### config.mk
export PLATFORM = sky130hd
export DESIGN_NAME = add_round_key_buf
export DESIGN_NICKNAME = d
export VERILOG_FILES = /design/src/rtl/aes_pkg.sv /design/src/rtl/byte_buf16.sv /design/src/rtl/add_round_key_buf.sv
export SDC_FILE = /design/constraint.sdc
export NUM_CORES = 1
export LEC_CHECK = 0
export CORE_UTILIZATION = 38
export CTS_BUF_LIST = sky130_fd_sc_hd__clkbuf_8
export CTS_CLUSTER_SIZE = 30
export DETAILED_ROUTE_END_ITERATION = 10
export GPL_ROUTABILITY_DRIVEN = 0
export PLACE_DENSITY = 0.65
export SETUP_SLACK_MARGIN = 0.2
export SYNTH_ARGS = -nofsm -noshare
export SYNTH_HDL_FRONTEND = slang
export SYNTH_SLANG_ARGS = --single-unit
### constraint.sdc
create_clock -name clk -period 4.6 [get_ports clk]
set_clock_uncertainty 0.15 [all_clocks]
set_input_delay 0.92 -clock clk [delete_from_list [all_inputs] [get_ports clk]]
set_output_delay 0.92 -clock clk [all_outputs]
set_load 0.02 [all_outputs]
### src/rtl/aes_pkg.sv
// aes_pkg: types and constants shared by the AddRoundKey buffer stage.
//   AES_BLOCK_BYTES : bytes in one AES block / round key
//   aes_byte_t      : one byte of key or state
//   ark_state_e     : control states of the AddRoundKey buffer
package aes_pkg;

    localparam int unsigned AES_BLOCK_BYTES = 16;

    typedef logic [7:0] aes_byte_t;

    // One-hot so that any corrupted encoding is detectably invalid and
    // steered back to ST_LOAD by the default branch of the FSM.
    typedef enum logic [1:0] {
        ST_LOAD = 2'b01,
        ST_EMIT = 2'b10
    } ark_state_e;

endpackage

### src/rtl/byte_buf16.sv
// byte_buf16: DEPTH x 8 register file, one synchronous write port and one
// asynchronous read port. Contents are not reset.
//   clk   : clock, write on rising edge
//   we    : write enable
//   waddr : write address
//   wdata : write data byte
//   raddr : read address
//   rdata : read data byte (combinational from raddr)
module byte_buf16
    import aes_pkg::*;
#(
    parameter int unsigned DEPTH = AES_BLOCK_BYTES,
    parameter int unsigned AW    = $clog2(DEPTH)
) (
    input  logic          clk,
    input  logic          we,
    input  logic [AW-1:0] waddr,
    input  logic [7:0]    wdata,
    input  logic [AW-1:0] raddr,
    output logic [7:0]    rdata
);

    logic [7:0] mem [DEPTH];

    always_ff @(posedge clk) begin
        if (we) begin
            mem[waddr] <= wdata;
        end
    end

    assign rdata = mem[raddr];

endmodule

### src/rtl/add_round_key_buf.sv
// add_round_key_buf: collects one byte-serial round key and one byte-serial
// AES state (in any order, overlapping or with gaps), then streams out
// state[i] ^ key[i] for i = 0..NBYTES-1 as a contiguous burst.
//   clk, rst    : clock and synchronous active-high reset
//   key_in      : round-key byte,  key_valid   : key_in valid
//   state_in    : state byte,      state_valid : state_in valid
//   key_ready   : a key byte would be accepted this cycle
//   state_ready : a state byte would be accepted this cycle
//   dout        : AddRoundKey result byte, dout_valid : dout valid
//   busy        : high while the result burst is being emitted
//   ovf         : sticky, a valid byte was dropped (cleared by rst only)
// All outputs except the readies are registered; the readies depend only
// on registered state, so there is no input-to-output combinational path.
module add_round_key_buf
    import aes_pkg::*;
#(
    parameter int unsigned NBYTES = AES_BLOCK_BYTES
) (
    input  logic       clk,
    input  logic       rst,
    input  logic [7:0] key_in,
    input  logic       key_valid,
    input  logic [7:0] state_in,
    input  logic       state_valid,
    output logic       key_ready,
    output logic       state_ready,
    output logic [7:0] dout,
    output logic       dout_valid,
    output logic       busy,
    output logic       ovf
);

    localparam int unsigned CW = $clog2(NBYTES) + 1;
    localparam int unsigned AW = $clog2(NBYTES);
    localparam logic [CW-1:0] CNT_FULL = CW'(NBYTES);
    localparam logic [CW-1:0] CNT_ONE  = CW'(1);

    ark_state_e    state_q, state_d;
    logic [CW-1:0] key_cnt_q, key_cnt_d;
    logic [CW-1:0] st_cnt_q, st_cnt_d;
    logic [CW-1:0] idx_q, idx_d;
    logic [7:0]    dout_d;
    logic          dout_valid_d;
    logic          busy_d;
    logic          ovf_d;

    logic          key_we, st_we;
    logic [AW-1:0] raddr;
    logic [7:0]    key_rd, st_rd;

    assign key_ready   = (state_q == ST_LOAD) && (key_cnt_q < CNT_FULL);
    assign state_ready = (state_q == ST_LOAD) && (st_cnt_q  < CNT_FULL);

    assign key_we = key_valid   && key_ready;
    assign st_we  = state_valid && state_ready;

    // In LOAD the read port presents byte 0 so the LOAD->EMIT edge can
    // register the first result; in EMIT it follows idx.
    assign raddr = (state_q == ST_EMIT) ? idx_q[AW-1:0] : '0;

    byte_buf16 #(
        .DEPTH (NBYTES),
        .AW    (AW)
    ) u_key_buf (
        .clk   (clk),
        .we    (key_we),
        .waddr (key_cnt_q[AW-1:0]),
        .wdata (key_in),
        .raddr (raddr),
        .rdata (key_rd)
    );

    byte_buf16 #(
        .DEPTH (NBYTES),
        .AW    (AW)
    ) u_state_buf (
        .clk   (clk),
        .we    (st_we),
        .waddr (st_cnt_q[AW-1:0]),
        .wdata (state_in),
        .raddr (raddr),
        .rdata (st_rd)
    );

    always_ff @(posedge clk) begin
        if (rst) begin
            state_q    <= ST_LOAD;
            key_cnt_q  <= '0;
            st_cnt_q   <= '0;
            idx_q      <= '0;
            dout       <= '0;
            dout_valid <= 1'b0;
            busy       <= 1'b0;
            ovf        <= 1'b0;
        end else begin
            state_q    <= state_d;
            key_cnt_q  <= key_cnt_d;
            st_cnt_q   <= st_cnt_d;
            idx_q      <= idx_d;
            dout       <= dout_d;
            dout_valid <= dout_valid_d;
            busy       <= busy_d;
            ovf        <= ovf_d;
        end
    end

    always_comb begin
        state_d      = state_q;
        key_cnt_d    = key_cnt_q;
        st_cnt_d     = st_cnt_q;
        idx_d        = idx_q;
        dout_d       = dout;
        dout_valid_d = dout_valid;
        busy_d       = busy;
        // Any valid byte offered while its ready is low is lost.
        ovf_d        = ovf
                     | (key_valid   & ~key_ready)
                     | (state_valid & ~state_ready);

        case (state_q)
            ST_LOAD: begin
                if (key_we) begin
                    key_cnt_d = key_cnt_q + CNT_ONE;
                end
                if (st_we) begin
                    st_cnt_d = st_cnt_q + CNT_ONE;
                end
                // Uses registered counts: the last captured byte is visible
                // one edge later, when the first result is registered.
                if ((key_cnt_q == CNT_FULL) && (st_cnt_q == CNT_FULL)) begin
                    dout_d       = st_rd ^ key_rd;
                    dout_valid_d = 1'b1;
                    busy_d       = 1'b1;
                    idx_d        = CNT_ONE;
                    state_d      = ST_EMIT;
                end
            end

            ST_EMIT: begin
                if (idx_q < CNT_FULL) begin
                    dout_d = st_rd ^ key_rd;
                    idx_d  = idx_q + CNT_ONE;
                end else begin
                    // dout keeps the last byte after the burst ends.
                    dout_valid_d = 1'b0;
                    busy_d       = 1'b0;
                    key_cnt_d    = '0;
                    st_cnt_d     = '0;
                    idx_d        = '0;
                    state_d      = ST_LOAD;
                end
            end

            default: begin
                state_d      = ST_LOAD;
                key_cnt_d    = '0;
                st_cnt_d     = '0;
                idx_d        = '0;
                dout_valid_d = 1'b0;
                busy_d       = 1'b0;
            end
        endcase
    end

endmodule

==> summary.txt <==
Outcome
  • Status: complete, no violations

Layout
  • Antenna cells: 0
  • Post-route cell area: 13200 sq um
  • Synth-to-Final Area Change: 12.6%
  • Share of layout cells above drive strength 1: 9.26%
  • Nets@finish: 850

Drt
  • DRT Pass-1 Iters: 5
  • DR iter-0 viols: 699
  • Vias: 6721
  • Via-to-Cell Ratio: 5.41
  • # DRC: 0
  • ANT nets after route: 0
  • WL final: 26600 microns
  • WL/cell: 21.4 microns

Placement
  • Cell Area, Placed: ~12000 sq um
  • Hpwl dp: 17300 microns
  • Port Buffers: 32

Power and ir drop
  • PwrDens: 460 nW/um^2
  • Power Total: 6060 uW
  • Leak Pwr: 0.00411 uW
  • Worst VDD drop: roughly 0.3 mV

Clock network
  • H-tree depth: 2
  • # Post-CTS Setup Buffers: 0
  • CTS root buf: clkbuf_8
  • Hold_buf cts: 0
  • CTS clock-pin slew for the worst setup and hold paths: 0.06 ns
  • PostCTS Resize Cnt: 0
  • TritonCTS sink count: roughly 280
  • Worst-skew pair later-pin latency: 0.54 ns
  • Total CTS buffers: 44
  • CTS tree: done
  • Max Root-Sink Buffers: 3

Timing
  • FMAX: 0.294 GHz
  • Fin. max-slew vios: 0
  • Final setup fails: 0
  • Final Cycle Share: 73.8%
  • Hold slack: 0.348 ns
  • Final setup TNS: 0 ns
  • Final-report hold violation count: 0
  • Slew HR: 30.1%
  • Min Tclk post-route: 3.40 ns
  • Worst-Margin Slew: 1.05 ns
  • RSZ-0062 raised after global routing: false

Logic synthesis
  • Syn Nets: 807
  • Share of the yosys chip area belonging to registers: 70.2%
  • Post-Syn Instances: approximately 780
  • Syn Std Cell Area: 11700 sq um
  • Ys async rst share: 0%
  • Synth cell types: 47
  • Most used DFF post-synth: edfxtp_1
  • EDFF count, synth: 256
  • Synth Register Bits: 282
  • Mean Syn Cell Area: 15.1 sq um
  • Total number of yosys warnings: 0

Worst setup path
  • Largest fanout on the critical path: 15
  • Crit start category: register
  • Arrival time worst endpoint: 2.33 ns
  • Critical Path RT: 3.53 ns
  • Reg2reg start: busy
  • Critical path origin: busy
  • Crit. End Element: primary output
  • Worst setup path class: reg -> out

GRT
  • Initial antenna violation count: 0
  • GRT Residual Overflow: 0
  • Total track usage: roughly 17%
  • Vias in the first global route: around 6700
  • First-pass GRT wire length: 40500 microns
  • Largest net degree at the start of global routing: 41

Floorplanning
  • Die ar.: 31500 sq um
  • Starting Density: 39.0%
  • Std cell rows: 63
  • DIE HEIGHT: between 150 and 200 microns
  • IO Count: 33
  • Die W: 177 microns
  • Core area: roughly 30000 sq um

Hold path
  • Hold Path Origin: state_q[0]
  • Worst Hold Class: reg -> reg

Flow run
  • Max-cap violations: 0
-- sequential cells by signal (all words and copies together), names as in the netlist --
name,cells
state_q,1
u_state_buf.mem,128
busy,1
dout,8
idx_q,5
ovf,1
key_cnt_q,5
st_cnt_q,5
u_key_buf.mem,128
-- placed cells by master (no fill, tap or decap), types with 5 or more instances in the layout --
cell             Yosys  final
a211o_1             25     25
a21oi_1             22     22
a311oi_1             7      7
buf_4                1     14
clkbuf_8             0     46
clkdlybuf4s50_1      0     32
clkinv_1             0     13
dfxtp_1             26     24
edfxtp_1           256    256
ha_1                11     11
inv_1               10     25
mux2i_1             95     95
nand2_1             17     17
nand2b_1            39     39
nand4_1              5      5
nor2_1              55     55
nor2b_1             34     34
nor3_1               6      6
o211ai_1             8      8
o21ai_0              5      5
o221ai_1            44     44
o22ai_1             21     21
-- worst max-delay path, cell delays in order (launching register included) --
cell and delay, ns:
dfxtp_1 0.34, inv_1 0.07, ha_1 0.45, nor2b_1 0.28, clkdlybuf4s50_1 0.64
-- area by class of cell --
cell class / count / area (sq um)
Tap cell: 390 / 488
Sequential cell: 282 / 8210
Fill cell: 2677 / 16800
Clock inverter: 34 / 144
Clock buffer: 46 / 633
Timing Repair Buffer: 46 / 425
Inverter: 10 / 37.5
Multi-Input combinational cell: 435 / 3230
-- routing by layer --
metal	vias up	wire, microns	GRT usage [%]	part of all wire (%)
met3	45	1500	2.83	5.6
li1	3119	-	-	-
met5	-	0	0	0
met2	216	12900	28.4	48
met4	0	557	5.27	2.1
met1	3341	11600	23.7	44
-- through the flow --
| step | setup slack [ns] | util (%) | cells |
|---|---|---|---|
| floorplan | 2.18 | - | 776 |
| global placement | 1.49 | 41.4 | 1163 |
| detailed placement | 1.36 | 41.4 | 1163 |
| CTS | 1.17 | 44.0 | 1243 |
| global route | 1.06 | 44.0 | 1243 |
| finish | 1.20 | 44.0 | 1243 |
-- report_power, final --
part | leakage [uW] | total, uW | internal [uW] | switching (uW)
clock | 0.000448 | 1870 | 929 | 941
sequential | 0.00252 | 3060 | 2940 | 126
combinational | 0.00114 | 1130 | 449 | 682
-- logic make-up (layout without fill, tap and decap cells) --
group           count (synthesis)  in the layout  synth area share, %
simple gates                  176            176                 7.88
xor+xnor                        4              4                0.300
buf+inv                        59            136                 2.27
mux                            96             96                 8.23
compound gates                148            148                 9.96
flops                         282            282                 70.2
fa+ha+maj                      11             11                 1.18
-- synthesized netlist by cell type (3+ instances only) --
master	count	area, sq um
nand2_1	17	63.8
edfxtp_1	256	7690
clkbuf_1	26	97.6
inv_1	10	37.5
nand2b_1	39	244
nor3_1	6	30.0
ha_1	11	138
a211o_1	25	219
or3_1	3	18.8
o221ai_1	44	385
dfxtp_1	26	521
nor2b_1	34	213
o211ai_1	8	60.1
buf_2	20	100
o21ai_0	5	25.0
nand4_1	5	31.3
nor2_1	55	206
and2_1	3	18.8
mux2i_1	95	951
nand3_1	3	15.0
a311oi_1	7	61.3
a21oi_1	22	110
nand3b_1	3	22.5
o22ai_1	21	131
-- final timing paths --
kind / endpoint / slack [ns] / cells after the start
worst max-delay path: key_ready / 1.20 / 4
worst min register to register: state_q[0] / 0.35 / 1
worst min-delay path: state_q[0] / 0.35 / 1
worst max register to register: dout[3] / 1.36 / 5
Note: power is estimated with default switching activity, not from simulation.
